<file path="config.mk">
export PLATFORM = sky130hd
export DESIGN_NAME = ws2812_tx
export DESIGN_NICKNAME = d
export VERILOG_FILES = /design/src/rtl/neopix_pkg.sv /design/src/rtl/byte_fifo.sv /design/src/rtl/ws2812_tx.sv
export SDC_FILE = /design/constraint.sdc
export NUM_CORES = 1
export LEC_CHECK = 0
export ABC_AREA = 1
export BUFFER_PORTS_ARGS = -buffer_cell sky130_fd_sc_hd__buf_2
export CORE_ASPECT_RATIO = 1.1
export CORE_MARGIN = 3
export CORE_UTILIZATION = 57
export DETAILED_ROUTE_END_ITERATION = 8
export HOLD_SLACK_MARGIN = 0.1
export PLACE_DENSITY = 0.79
export SLEW_MARGIN = 20
export SYNTH_ARGS = -nofsm -noshare
export SYNTH_HDL_FRONTEND = slang
export SYNTH_SLANG_ARGS = --single-unit
export TNS_END_PERCENT = 5
</file>
<file path="constraint.sdc">
create_clock -name clk -period 3.2 [get_ports clk]
set_input_delay 0.16 -clock clk [delete_from_list [all_inputs] [get_ports clk]]
set_output_delay 0.16 -clock clk [all_outputs]
set_load 0.1 [all_outputs]
</file>
<file path="src/rtl/neopix_pkg.sv">
// ----------------------------------------------------------------------------
// neopix_pkg
// Shared definitions for the WS2812 (NeoPixel) transmit path.
//   - Default pulse timing in 50 MHz clock cycles.
//   - Transmit FSM state encoding.
// ----------------------------------------------------------------------------
package neopix_pkg;

    localparam int T0H_CYC_DEF  = 20;    // '0' bit high time, 0.40 us
    localparam int T1H_CYC_DEF  = 40;    // '1' bit high time, 0.80 us
    localparam int TBIT_CYC_DEF = 63;    // full bit period, 1.26 us
    localparam int TRST_CYC_DEF = 2600;  // latch low time, 52 us

    typedef enum logic [1:0] {
        IDLE  = 2'd0,
        BIT   = 2'd1,
        LATCH = 2'd2
    } tx_state_e;

endpackage

</file>
<file path="src/rtl/byte_fifo.sv">
// ----------------------------------------------------------------------------
// byte_fifo
// Synchronous show-ahead FIFO: data_o always presents the oldest entry while
// empty_o is low, so a consumer can use it in the same cycle it pops.
// A push into a full FIFO is accepted only when a pop happens in that cycle.
// Ports:
//   clk, rst   clock, synchronous active-high reset (discards contents)
//   push_i     write data_i
//   pop_i      discard the head entry (ignored while empty)
//   data_o     head entry
//   full_o     DEPTH entries stored
//   empty_o    no entries stored
//   count_o    number of entries stored (0..DEPTH)
// DEPTH must be a power of two so the pointers wrap naturally.
// ----------------------------------------------------------------------------
module byte_fifo #(
    parameter int WIDTH = 8,
    parameter int DEPTH = 64
) (
    input  logic                   clk,
    input  logic                   rst,
    input  logic                   push_i,
    input  logic [WIDTH-1:0]       data_i,
    input  logic                   pop_i,
    output logic [WIDTH-1:0]       data_o,
    output logic                   full_o,
    output logic                   empty_o,
    output logic [$clog2(DEPTH):0] count_o
);

    localparam int AW = $clog2(DEPTH);

    logic [WIDTH-1:0] mem_q [DEPTH];
    logic [AW-1:0]    wr_ptr_q;
    logic [AW-1:0]    rd_ptr_q;
    logic [AW:0]      count_q;
    logic             do_push;
    logic             do_pop;

    assign empty_o = (count_q == '0);
    assign full_o  = (count_q == (AW+1)'(DEPTH));
    assign do_pop  = pop_i && !empty_o;
    // A slot freed by a same-cycle pop can take the incoming byte.
    assign do_push = push_i && (!full_o || do_pop);

    always_ff @(posedge clk) begin
        if (rst) begin
            wr_ptr_q <= '0;
            rd_ptr_q <= '0;
            count_q  <= '0;
        end else begin
            if (do_push) begin
                wr_ptr_q <= wr_ptr_q + AW'(1);
            end
            if (do_pop) begin
                rd_ptr_q <= rd_ptr_q + AW'(1);
            end
            case ({do_push, do_pop})
                2'b10:   count_q <= count_q + (AW+1)'(1);
                2'b01:   count_q <= count_q - (AW+1)'(1);
                default: count_q <= count_q;
            endcase
        end
    end

    // Storage is not reset; the pointers alone define what is valid.
    always_ff @(posedge clk) begin
        if (do_push) begin
            mem_q[wr_ptr_q] <= data_i;
        end
    end

    assign data_o  = mem_q[rd_ptr_q];
    assign count_o = count_q;

endmodule

</file>
<file path="src/rtl/ws2812_tx.sv">
// ----------------------------------------------------------------------------
// ws2812_tx
// Buffers SPI-received bytes and serialises them MSB-first onto the WS2812
// data line with pulse-width coding; a frame end appends the latch low time.
// Ports:
//   clk, rst     50 MHz clock, synchronous active-high reset
//   byte_data    received byte, qualified by byte_valid (no backpressure)
//   byte_valid   one-cycle strobe, pushes byte_data into the FIFO
//   frame_end    one-cycle strobe at SSEL rising edge, requests a latch
//   dout         WS2812 data line (registered)
//   busy         FIFO non-empty, FSM not idle, or latch pending
//   overflow     sticky: a byte was dropped because the FIFO was full
// ----------------------------------------------------------------------------
module ws2812_tx
    import neopix_pkg::*;
#(
    parameter int T0H_CYC    = T0H_CYC_DEF,
    parameter int T1H_CYC    = T1H_CYC_DEF,
    parameter int TBIT_CYC   = TBIT_CYC_DEF,
    parameter int TRST_CYC   = TRST_CYC_DEF,
    parameter int FIFO_DEPTH = 64
) (
    input  logic       clk,
    input  logic       rst,
    input  logic [7:0] byte_data,
    input  logic       byte_valid,
    input  logic       frame_end,
    output logic       dout,
    output logic       busy,
    output logic       overflow
);

    localparam int CNT_MAX = (TBIT_CYC > TRST_CYC) ? TBIT_CYC : TRST_CYC;
    localparam int CNT_W   = $clog2(CNT_MAX);
    localparam int FCW     = $clog2(FIFO_DEPTH) + 1;

    localparam logic [CNT_W-1:0] BIT_LAST = CNT_W'(TBIT_CYC - 1);
    localparam logic [CNT_W-1:0] RST_LAST = CNT_W'(TRST_CYC - 1);
    localparam logic [CNT_W-1:0] T0H_LIM  = CNT_W'(T0H_CYC);
    localparam logic [CNT_W-1:0] T1H_LIM  = CNT_W'(T1H_CYC);

    tx_state_e        state_q, state_d;
    logic [CNT_W-1:0] cnt_q, cnt_d;
    logic [7:0]       shreg_q, shreg_d;
    logic [2:0]       bit_idx_q, bit_idx_d;
    logic             latch_q, latch_d;
    logic             overflow_q, overflow_d;
    logic             dout_q, dout_d;
    logic             latch_clr;
    logic [CNT_W-1:0] high_lim;

    logic             fifo_pop;
    logic [7:0]       fifo_rdata;
    logic             fifo_full;
    logic             fifo_empty;
    logic [FCW-1:0]   fifo_count;

    byte_fifo #(
        .WIDTH (8),
        .DEPTH (FIFO_DEPTH)
    ) u_fifo (
        .clk     (clk),
        .rst     (rst),
        .push_i  (byte_valid),
        .data_i  (byte_data),
        .pop_i   (fifo_pop),
        .data_o  (fifo_rdata),
        .full_o  (fifo_full),
        .empty_o (fifo_empty),
        .count_o (fifo_count)
    );

    always_comb begin
        state_d   = state_q;
        cnt_d     = cnt_q;
        shreg_d   = shreg_q;
        bit_idx_d = bit_idx_q;
        latch_clr = 1'b0;
        fifo_pop  = 1'b0;

        case (state_q)
            IDLE: begin
                // Pending data always goes out before a pending latch.
                if (!fifo_empty) begin
                    fifo_pop  = 1'b1;
                    shreg_d   = fifo_rdata;
                    bit_idx_d = 3'd7;
                    cnt_d     = '0;
                    state_d   = BIT;
                end else if (latch_q) begin
                    latch_clr = 1'b1;
                    cnt_d     = '0;
                    state_d   = LATCH;
                end
            end
            BIT: begin
                if (cnt_q == BIT_LAST) begin
                    cnt_d = '0;
                    if (bit_idx_q != 3'd0) begin
                        shreg_d   = {shreg_q[6:0], 1'b0};
                        bit_idx_d = bit_idx_q - 3'd1;
                    end else if (!fifo_empty) begin
                        // Reload straight from the FIFO so byte boundaries
                        // keep the exact bit period.
                        fifo_pop  = 1'b1;
                        shreg_d   = fifo_rdata;
                        bit_idx_d = 3'd7;
                    end else if (latch_q) begin
                        latch_clr = 1'b1;
                        state_d   = LATCH;
                    end else begin
                        state_d = IDLE;
                    end
                end else begin
                    cnt_d = cnt_q + CNT_W'(1);
                end
            end
            LATCH: begin
                if (cnt_q == RST_LAST) begin
                    cnt_d   = '0;
                    state_d = IDLE;
                end else begin
                    cnt_d = cnt_q + CNT_W'(1);
                end
            end
            default: begin
                cnt_d   = '0;
                state_d = IDLE;
            end
        endcase

        // A frame_end in the same cycle the latch starts is a new request.
        latch_d    = (latch_q && !latch_clr) || frame_end;
        overflow_d = overflow_q || (byte_valid && fifo_full && !fifo_pop);

        // Output is computed from next state so the line is registered
        // without adding a cycle of latency.
        high_lim = shreg_d[7] ? T1H_LIM : T0H_LIM;
        dout_d   = (state_d == BIT) && (cnt_d < high_lim);
    end

    always_ff @(posedge clk) begin
        if (rst) begin
            state_q    <= IDLE;
            cnt_q      <= '0;
            shreg_q    <= '0;
            bit_idx_q  <= '0;
            latch_q    <= 1'b0;
            overflow_q <= 1'b0;
            dout_q     <= 1'b0;
        end else begin
            state_q    <= state_d;
            cnt_q      <= cnt_d;
            shreg_q    <= shreg_d;
            bit_idx_q  <= bit_idx_d;
            latch_q    <= latch_d;
            overflow_q <= overflow_d;
            dout_q     <= dout_d;
        end
    end

    assign dout     = dout_q;
    assign overflow = overflow_q;
    assign busy     = (fifo_count != '0) || (state_q != IDLE) || latch_q;

endmodule

</file>
==> Flow_metrics.wiki <==
{| class="wikitable"
! Metric !! Value
|-
| Category of the critical setup timing path || flop to flop
|-
| Mean instance size in the synthesized netlist || between 10 and 15 um^2
|-
| Final std cell area, no fill || around 0.026 mm^2
|-
| Antenna viol nets, final || 0
|-
| Arrival time of the worst setup path || approximately 3.6 ns
|-
| IO buf count || 14
|-
| Layout net count || between 2000 and 2500
|-
| Fraction of final layout cells with drive strength greater than 1 || 0.118
|-
| Maximum clock frequency || about 330 MHz
|-
| Worst-Skew Late Latency || approximately 0.60 ns
|-
| Met3 track utilization from global routing || 0.0466
|-
| Initial standard-cell utilization of the core || 0.578
|-
| Final hold violation count || 0
|-
| Die Footprint || 0.0434 mm^2
|-
| Non-Filler Instances || 2603
|-
| Sort of element at the start of the critical path || flop
|-
| Clock tree sinks || between 500 and 600
|-
| Combinational group share of total power || 0.279
|-
| Row Count || 77
|-
| Worst Hold Class || input pin to flop
|-
| Register cell area after layout || 0.0164 mm^2
|-
| Normalized max-slew margin || 0.261
|-
| CTS Root Buffer Type || sky130_fd_sc_hd__clkbuf_16
|-
| Vias in the first global route || ~16000
|-
| Total of fill cells in the finished design || between 2000 and 3000
|-
| Half-perimeter wire length after placement || 33900 um
|-
| Number of remaining DRC errors || 0
|-
| Total length of routed wires || about 58000 um
|-
| Detailed router's first-iteration violation count || around 2200
|-
| Number of failing setup endpoints in the final timing report || 0
|-
| Vertical die dimension || roughly 220 um
|-
| Most congested layer reported by global routing || met2
|-
| Critical path peak fanout || 52
|-
| Maximum number of pins on one net before global-route repair || between 100 and 150
|-
| Switching power as a share of total power || 0.329
|-
| IO Pins || 15
|-
| Total number of H-tree levels || 2
|-
| Final Max Slew Viols || 0
|-
| Number of register bits inferred by synthesis || around 570
|-
| Buffer depth of the longest clock path || 3
|-
| Max capacitance violation total || 0
|-
| Fraction of the yosys area taken by sequential cells || 0.704
|-
| Mapped Area || about 0.023 mm^2
|-
| Routed length per placed instance || around 22 um
|-
| Antenna diodes || 0
|-
| Worst setup skew after layout || a little over 0.02 ns
|-
| Wire length of the first global-routing pass || approximately 90000 um
|-
| Tcrit/Tclk final || 0.944
|-
| Weighted congestion at the end of routability-driven global placement || 0.892
|-
| Final worst path period need || slightly above 3 ns
|-
| Leak pwr || between 9 and 10 nW
|-
| TritonCTS clock tree || built
|-
| Number of warnings issued by yosys || 0
|-
| Area Overhead vs Synth || 12.6%
|-
| Die W || ~200 um
|-
| Met1 track utilization from global routing || 0.345
|-
| Internal power || 13.2 mW
|-
| CTS Buf Count || between 50 and 60
|-
| Sequential fraction of design power || 0.424
|-
| Via Count || ~16000
|-
| Total area of multi-input combinational cells || roughly 0.0061 mm^2
|-
| Mapped Cells || ~2000
|-
| Unique masters post-synth || 51
|-
| Run status || complete, no violations
|-
| Sort of element at the end of the critical path || flop
|-
| Clock transition at path regs || around 0.070 ns
|-
| PwrDens || around 750 mW/mm^2
|-
| Placed standard-cell area || ~0.025 mm^2
|-
| First-pass iteration count of the detailed router || 6
|-
| Net count of the mapped netlist || roughly 2000
|-
| Fraction of the core area covered by cells at the end of the flow || 0.652
|-
| Initial antenna violation count || 1
|-
| Switching component of the power || between 6 and 7 mW
|-
| Fraction of power consumed by the clock network || 0.297
|-
| Global router's overall resource usage || 0.261
|-
| Standard cell core area || 0.0404 mm^2
|-
| Placed instance count || between 2000 and 3000
|-
| VDD IR-drop max || 0.000580 V
|-
| Total grt overflow || 0
|-
| Worst Tran Pin Value || 1.11 ns
|-
| Met2 Usage GRT || 0.425
|-
| Data required time of the worst path || between 3 and 4 ns
|-
| Avg Vias per Cell || ~6.3
|}
-- synth_stat cells (all sizes together) --
cell type,n,area [um^2]
a22oi,2,15.0
dfxtp,53,1060
nor2,368,1420
a221oi,1,8.76
buf,53,322
edfxtp,512,15400
and2,1,6.26
nor3,10,55.1
xor2,5,43.8
o21ai,297,1490
o21bai,10,75.1
nor4,4,55.1
clkbuf,59,221
and3,1,6.26
nand3,100,538
ha,15,188
clkinv,3,12.5
nand3b,1,7.51
o221ai,12,105
xnor2,2,17.5
nand2,165,647
inv,88,335
nand4,6,97.6
a31oi,2,12.5
a21oi,34,170
or2,10,62.6
fa,1,20.0
a211oi,1,7.51
a32o,1,10.0
o32ai,2,17.5
o211ai,29,218
nor3b,1,7.51
o22ai,116,726
-- path summary, 6_finish.rpt --
kind / start / endpoint / slack, ns / depth (start not counted)
worst max register to register: flop / dout / 0.18 / 19
worst max-delay path: flop / dout / 0.18 / 19
worst min register to register: u_fifo.count_o[0] / u_fifo.count_o[0] / 0.47 / 1
worst min-delay path: byte_data[1] / u_fifo.mem_q[19][1] / 0.14 / 1
-- logic make-up after synthesis --
kind of cell | after synthesis | synth area share
buf+inv | 203 | 0.0382
flops | 565 | 0.704
fa+ha+maj | 16 | 0.00890
compound gates | 507 | 0.122
simple gates | 667 | 0.124
xor+xnor | 7 | 0.00263
-- repair_timing --
action                                  4_1_cts  5_1_grt
resized for setup                             0       11
hold buffers                                  5        0
endpoints found under the setup margin        0        4
endpoints found under the hold margin        20        0
buffers inserted                              0        2
-- power by group through the flow --
stage          Clock (mW)  Combinational [mW]  Sequential (mW)
2_1_floorplan           0                3.68             8.48
3_3_place_gp            0                4.99             8.48
3_5_place_dp            0                5.17             8.49
4_1_cts              5.92                5.23             8.33
5_1_grt              6.21                6.03             8.37
6_report             5.85                5.51             8.35
-- state kept, by name (all words and copies together) (netlist names), named ones only --
name and flops:
u_fifo.mem_q 512, cnt_q 12, shreg_q 8, u_fifo.count_o 7, u_fifo.rd_ptr_q 6, u_fifo.wr_ptr_q 6
bit_idx_q 3, state_q 2, dout 1, latch_q 1, overflow 1
-- placed cells by master (no fill, tap or decap), drive strengths merged, types with 5 or more instances in the layout --
cell type    Yosys  layout
clkinv           3      22
nand2          165     165
o21bai          10      10
nand4            6       6
buf             53     138
edfxtp         512     512
dfxtp           53      53
o211ai          29      29
inv             88      88
nor2           368     368
o21ai          297     297
a21oi           34      34
ha              15      15
xor2             5       5
nand3          100     100
o221ai          12      12
or2             10      10
nor3            10      10
dlygate4sd3      0       5
o22ai          116     116
clkbuf          59      73
-- layer usage --
layer,part of all wire,up-vias
met5,0.00023,-
li1,-,7312
met4,0.043,2
met1,0.38,7884
met3,0.10,191
met2,0.48,973
-- final cells by class --
| type | instances | share of cell area |
|---|---|---|
| tap | 513 | 0.0244 |
| inverter | 91 | 0.0136 |
| clock inverter | 21 | 0.00381 |
| multi-input combinational | 1197 | 0.230 |
| clock buffer | 71 | 0.0566 |
| sequential | 565 | 0.625 |
| timing repair buffer | 145 | 0.0462 |
-- stage by stage --
| stage | hold slack (ns) | worst slack, ns | setup TNS (ns) | total power, mW |
|---|---|---|---|---|
| 2_1_floorplan | 0.259 | 0.118 | 0 | 12.2 |
| 3_3_place_gp | 0.368 | 0.110 | 0 | 13.5 |
| 3_5_place_dp | 0.375 | 0.0728 | 0 | 13.7 |
| 4_1_cts | 0.116 | 0.0599 | 0 | 19.5 |
| 5_1_grt | 0.156 | -0.00401 | -0.00401 | 20.6 |
| 6_report | 0.136 | 0.179 | 0 | 19.7 |
-- worst max-delay path: stages, from the launching register on --
cell                       delay (ns)
sky130_fd_sc_hd__dfxtp_4         0.47
sky130_fd_sc_hd__clkinv_2        0.14
sky130_fd_sc_hd__buf_12          0.21
sky130_fd_sc_hd__nand3_1         0.13
sky130_fd_sc_hd__nand3_1         0.08
sky130_fd_sc_hd__nand3_1         0.13
sky130_fd_sc_hd__nand2_1         0.07
sky130_fd_sc_hd__nand2_1         0.10
sky130_fd_sc_hd__nand3_1         0.14
sky130_fd_sc_hd__nand2_1         0.18
sky130_fd_sc_hd__nand2_1         0.10
sky130_fd_sc_hd__nand3_1         0.07
sky130_fd_sc_hd__and2_1          0.11
sky130_fd_sc_hd__nand2_1         0.11
sky130_fd_sc_hd__ha_1            0.31
sky130_fd_sc_hd__a21oi_1         0.16
sky130_fd_sc_hd__nand3_1         0.09
sky130_fd_sc_hd__nor2_1          0.11
sky130_fd_sc_hd__nand3_1         0.08
sky130_fd_sc_hd__a21oi_1         0.11
Power figures use the tool's default switching activity.
